### src/rtl/mcpu5_prog_mem.sv
// Writable program memory for MCPU5plus: a valid/ready load port fills it while the CPU is held in reset.
// Optional zero-fill of unloaded words after a load is enabled by defining MCPU5_PROG_ZEROFILL_EN.
//
// state | meaning
// IDLE  | after reset, waiting for ld_start; CPU held in reset
// LOAD  | accepting load beats, one word per clock
// FILL  | clearing words past the last loaded word (MCPU5_PROG_ZEROFILL_EN only)
// HOLD  | load done, keeping CPU reset asserted for RST_HOLD clocks
// RUN   | CPU released and fetching from memory

module mcpu5_prog_mem #(
    parameter int DEPTH    = 64,
    parameter int RST_HOLD = 2
) (
    input  logic       clk,
    input  logic       reset_n,
    input  logic       ld_start,
    input  logic       ld_valid,
    output logic       ld_ready,
    input  logic [5:0] ld_data,
    input  logic       ld_last,
    input  logic [7:0] cpu_addr,
    output logic [5:0] cpu_inst,
    output logic       cpu_reset,
    output logic       busy,
    output logic [8:0] word_count
);

    localparam int AW = (DEPTH > 1) ? $clog2(DEPTH) : 1;
    localparam int HW = (RST_HOLD > 1) ? $clog2(RST_HOLD + 1) : 1;
    localparam logic [AW-1:0] LAST_ADDR = AW'(DEPTH - 1);
    localparam logic [HW-1:0] HOLD_INIT = HW'(RST_HOLD - 1);

    typedef enum logic [2:0] {
        S_IDLE = 3'd0,
        S_LOAD = 3'd1,
`ifdef MCPU5_PROG_ZEROFILL_EN
        S_FILL = 3'd2,
`endif
        S_HOLD = 3'd3,
        S_RUN  = 3'd4
    } state_t;

    state_t        state;
    logic [AW-1:0] wptr;
    logic [HW-1:0] hold_cnt;
    logic [5:0]    mem [DEPTH];

    logic          beat;
    logic          load_end;
    logic          mem_we;
    logic [5:0]    mem_wdata;

    // A restart request coincident with a beat wins; the beat is dropped.
    assign beat     = (state == S_LOAD) && ld_valid && !ld_start;
    assign load_end = ld_last || (wptr == LAST_ADDR);

    assign ld_ready = (state == S_LOAD);
    assign busy     = (state != S_RUN);
    assign cpu_inst = mem[cpu_addr[AW-1:0]];

    generate
        if (AW < 8) begin : g_addr_unused
            logic unused_addr_bits;
            assign unused_addr_bits = ^cpu_addr[7:AW];
        end
    endgenerate

    always_comb begin
        mem_we    = 1'b0;
        mem_wdata = ld_data;
        if (reset_n) begin
            if (beat) begin
                mem_we = 1'b1;
            end
`ifdef MCPU5_PROG_ZEROFILL_EN
            if (state == S_FILL) begin
                mem_we    = 1'b1;
                mem_wdata = 6'b000000;
            end
`endif
        end
    end

    // Contents deliberately survive reset so a partial load remains inspectable.
    always_ff @(posedge clk) begin
        if (mem_we) begin
            mem[wptr] <= mem_wdata;
        end
    end

    always_ff @(posedge clk) begin
        if (!reset_n) begin
            state      <= S_IDLE;
            wptr       <= '0;
            word_count <= '0;
            hold_cnt   <= '0;
            cpu_reset  <= 1'b1;
        end else begin
            cpu_reset <= (state != S_RUN);
            case (state)
                S_IDLE: begin
                    if (ld_start) begin
                        state <= S_LOAD;
                        wptr  <= '0;
                    end
                end
                S_LOAD: begin
                    if (ld_start) begin
                        wptr <= '0;
                    end else if (ld_valid) begin
                        wptr <= wptr + 1'b1;
                        if (load_end) begin
                            word_count <= 9'(wptr) + 9'd1;
`ifdef MCPU5_PROG_ZEROFILL_EN
                            if (wptr != LAST_ADDR) state <= S_FILL;
                            else
`endif
                            begin
                                state    <= S_HOLD;
                                hold_cnt <= HOLD_INIT;
                            end
                        end
                    end
                end
`ifdef MCPU5_PROG_ZEROFILL_EN
                S_FILL: begin
                    wptr <= wptr + 1'b1;
                    if (wptr == LAST_ADDR) begin
                        state    <= S_HOLD;
                        hold_cnt <= HOLD_INIT;
                    end
                end
`endif
                S_HOLD: begin
                    if (hold_cnt == '0) state <= S_RUN;
                    else                hold_cnt <= hold_cnt - 1'b1;
                end
                S_RUN: begin
                    if (ld_start) begin
                        state <= S_LOAD;
                        wptr  <= '0;
                    end
                end
                default: state <= S_IDLE;
            endcase
        end
    end

endmodule

### config.mk
export PLATFORM = sky130hd
export DESIGN_NAME = mcpu5_prog_mem
export DESIGN_NICKNAME = d
export VERILOG_FILES = /design/src/rtl/mcpu5_prog_mem.sv
export SDC_FILE = /design/constraint.sdc
export NUM_CORES = 1
export LEC_CHECK = 0
export BUFFER_PORTS_ARGS = -buffer_cell sky130_fd_sc_hd__buf_2
export CAP_MARGIN = 20
export CORE_MARGIN = 2
export CORE_UTILIZATION = 60
export DETAILED_ROUTE_END_ITERATION = 10
export PLACE_DENSITY = 0.83
export RECOVER_POWER = 100
export SYNTH_ARGS = -nofsm -noshare
export SYNTH_HDL_FRONTEND = slang
export SYNTH_SLANG_ARGS = --single-unit
### constraint.sdc
create_clock -name clk -period 3.6 [get_ports clk]
set_input_delay 0.72 -clock clk [delete_from_list [all_inputs] [get_ports clk]]
set_output_delay 0.72 -clock clk [all_outputs]
set_load 0.02 [all_outputs]
==> out/metrics.yaml <==
sta:
  rsz0062_at_grt: "false"
  worst_pin_slew_ns: 2.61
  period_share_pct: 98.3
  setup_viol: 0
  slew_viol_final: 280
  hold_violations: 0
  period_needed_ns: 3.54
  finClkSkew_ns: 0.0141
  max-slew-margin-rel_pct: -73.9
  fin_hold_ws_ns: 0.448
  finalSetupTns_ns: 0
  max_freq_ghz: 0.283
die:
  die_x_um: 167
  die_y_um: 167
  core_area_sq_um: 26100
  ioPinCount: 37
  start_util_pct: 61.0
  fp-row-count: 59
  die-area_sq_um: 27800
cells_and_area:
  antennaDiodeCount: 0
  syn_to_final_growth_pct: 11.6
  utilization_pct: 68.0
  final_cell_mix: "edfxtp_1 (384), mux4_2 (96), nor2_1 (84)"
  nets: 916
  drive_gt1_share_pct: 19.7
  fillCellCount: 1574
  final_common_cell: "edfxtp_1"
job:
  drv_cap: 6
clocking:
  ctsResizeCount: 0
  ctsHoldBuffers: 0
  postCtsSetupBuffers: 0
  cts_tree: "built"
  cts-root-to-sink-buffers: 3
  h-tree-depth: 2
  cts_buffers: 39
  cts_root_buf: "clkbuf_16"
  clk_latency_ns: 0.53
  clock-sinks: 403
  cts.clk_slew.worst_paths_ns: 0.06
power:
  max-vdd-ir-drop_uv: 421
  power.density_nw_per_um2: 537
  power_leakage_uw: 0.00548
worst_setup_path:
  worst-path-max-fanout: 23
  r2r_cells: 4
  cp.required_ns: 2.88
  crit_slowest_cell: "mux4_2"
  worst_setup_path_start_kind: "input port"
  critPathMaxStageDelay_ns: 0.55
  r2r_start: "state[0]$_SDFFE_PN0P_"
  worst_setup_path_end_kind: "primary output"
  regToRegSetupSlack_ns: 0.29
  cp_cell_sequence: "buf_6 > buf_12 > mux4_2 > a22oi_1 > nand3_1 > a221o_1 > buf_2"
  reg2reg_to: "mem[46][2]$_DFFE_PP_"
  crit_arrival_ns: 2.82
  crit_type: "in -> out"
detailed_routing:
  dr.pass1.iters: 5
  wl_met3_mm: 3.42
  drt-met1-wl_mm: 13.0
  viasPerCell: 6.68
  antenna_left: 0
  drc: 0
  wire_per_inst_um: 28.0
  drt_iter0_drc: 929
  via_count: 8382
  dr_wl_met2_mm: 17.3
  wl_mm: 35.1
  highest_layer: "met4"
global_routing:
  antenna_found_initial: 0
  grt_usage_pct: 25.7
  overflow: 0
  grt_pass1_vias: 8488
  grt_max_degree: 65
  grt_pass1_wl_mm: 52.9
synth:
  synth_edf_count: 384
  yosys_warnings: 0
  netlist_instances: 828
  synth_cell_type_count: 57
  ys.flop_type: "edfxtp_1"
  synth_seq_area_share_pct: 74.9
  netlist_area_sq_um: 15900
  ys_seq_elements: 403
  avgSynthCellArea_sq_um: 19.2
  ys_async_sr_fraction_pct: 0
placed_design:
  hpwlAfterDp_mm: 20.9
  gp_congestion: 0.890
  port_buffers: 32
hold_path:
  min_from: "state[2]$_SDFFE_PN0P_"
  min_path_type: "reg -> reg"
  hold_end: "cpu_reset$_SDFF_PN1_"
  whs_path_depth: 1
outcome:
  violations: "max-capacitance violations, max-slew violations"
  status: "complete, but fails checks"
[layer usage]
metal	global-route usage (%)	up-vias
met2	41.4	528
li1	-	3515
met3	4.13	89
met1	36.7	4250
met4	8.85	0
met5	0	-
[final cells by class]
class | instances | area (sq um) | area share (%)
clock buffers | 53 | 1070 | 6.04
multi-input cells | 369 | 3730 | 21.0
clock inverters | 13 | 131 | 0.741
inverters | 5 | 18.8 | 0.106
flip-flops and latches | 403 | 11900 | 67.2
repair buffers | 77 | 449 | 2.53
well taps | 335 | 419 | 2.36
[how the worst max path moves through the flow]
stage	startpoint	endpoint	slack (ns)	depth (start not counted)
2_1_floorplan	cpu_addr[0]	cpu_inst[2]	0.32	6
3_3_place_gp	reset_n	mem[46][2]$_DFFE_PP_	0.21	5
3_5_place_dp	cpu_addr[0]	cpu_inst[5]	0.15	7
4_1_cts	cpu_addr[0]	cpu_inst[5]	0.09	7
5_1_grt	cpu_addr[0]	cpu_inst[5]	0.01	7
6_report	cpu_addr[0]	cpu_inst[5]	0.06	7
[per-stage QoR]
stage          power, uW  setup WS (ns)  instance area, sq um  instances
4_1_cts             9530         0.0889                 17800       1250
5_1_grt             9740        0.00960                 17700       1255
3_3_place_gp        5670          0.211                 16600       1184
6_report            9520         0.0624                 17700       1255
3_5_place_dp        5680          0.147                 16600       1184
2_1_floorplan       5500          0.317                 15900        829
[state kept, by name, indices dropped and copies added, names as in the netlist]
signal and cells:
cpu_reset 1, word_count 7, hold_cnt 2, wptr 6, state 3, mem 384
[synth_stat cells (all sizes together) (7+ instances only)]
library cell  number  area, sq um
a22oi              9         67.6
o221ai             7         61.3
edfxtp           384        11500
dfxtp             19          380
o21ai             13         65.1
nand2b             7         43.8
nand3             19         95.1
nand2             19         71.3
a21oi             11         55.1
mux4              96         2160
clkbuf            23         86.3
o22ai             18          113
buf               29          143
nor2b              7         43.8
nor2              84          315
nand3b             7         52.6
[cell families (layout without fill, tap and decap cells)]
| kind of cell | Yosys count | after routing | share of synthesized area [%] |
|---|---|---|---|
| adders and majority gates | 2 | 2 | 0.157 |
| and+or+nand+nor | 167 | 167 | 5.10 |
| buffers and inverters | 57 | 148 | 1.56 |
| xor gates and xnor gates | 3 | 3 | 0.165 |
| muxes | 101 | 101 | 13.9 |
| DFF | 403 | 403 | 74.9 |
| other | 1 | 2 | 0.0236 |
| AOI/OAI and AO/OA | 94 | 94 | 4.14 |
[critical path, delay by kind of cell]
kind                   cells  cell delay, ns
AO/OA/AOI/OAI              2            0.82
buffers and inverters      3            0.55
multiplexers               1            0.55
AND/OR/NAND/NOR            1            0.13
[power breakdown]
group	leakage, uW	internal, uW	switching (uW)
combinational	0.00129	169	285
clock	0.000585	2290	1640
sequential	0.00360	5140	3.87
Note: power is estimated with default switching activity, not from simulation.
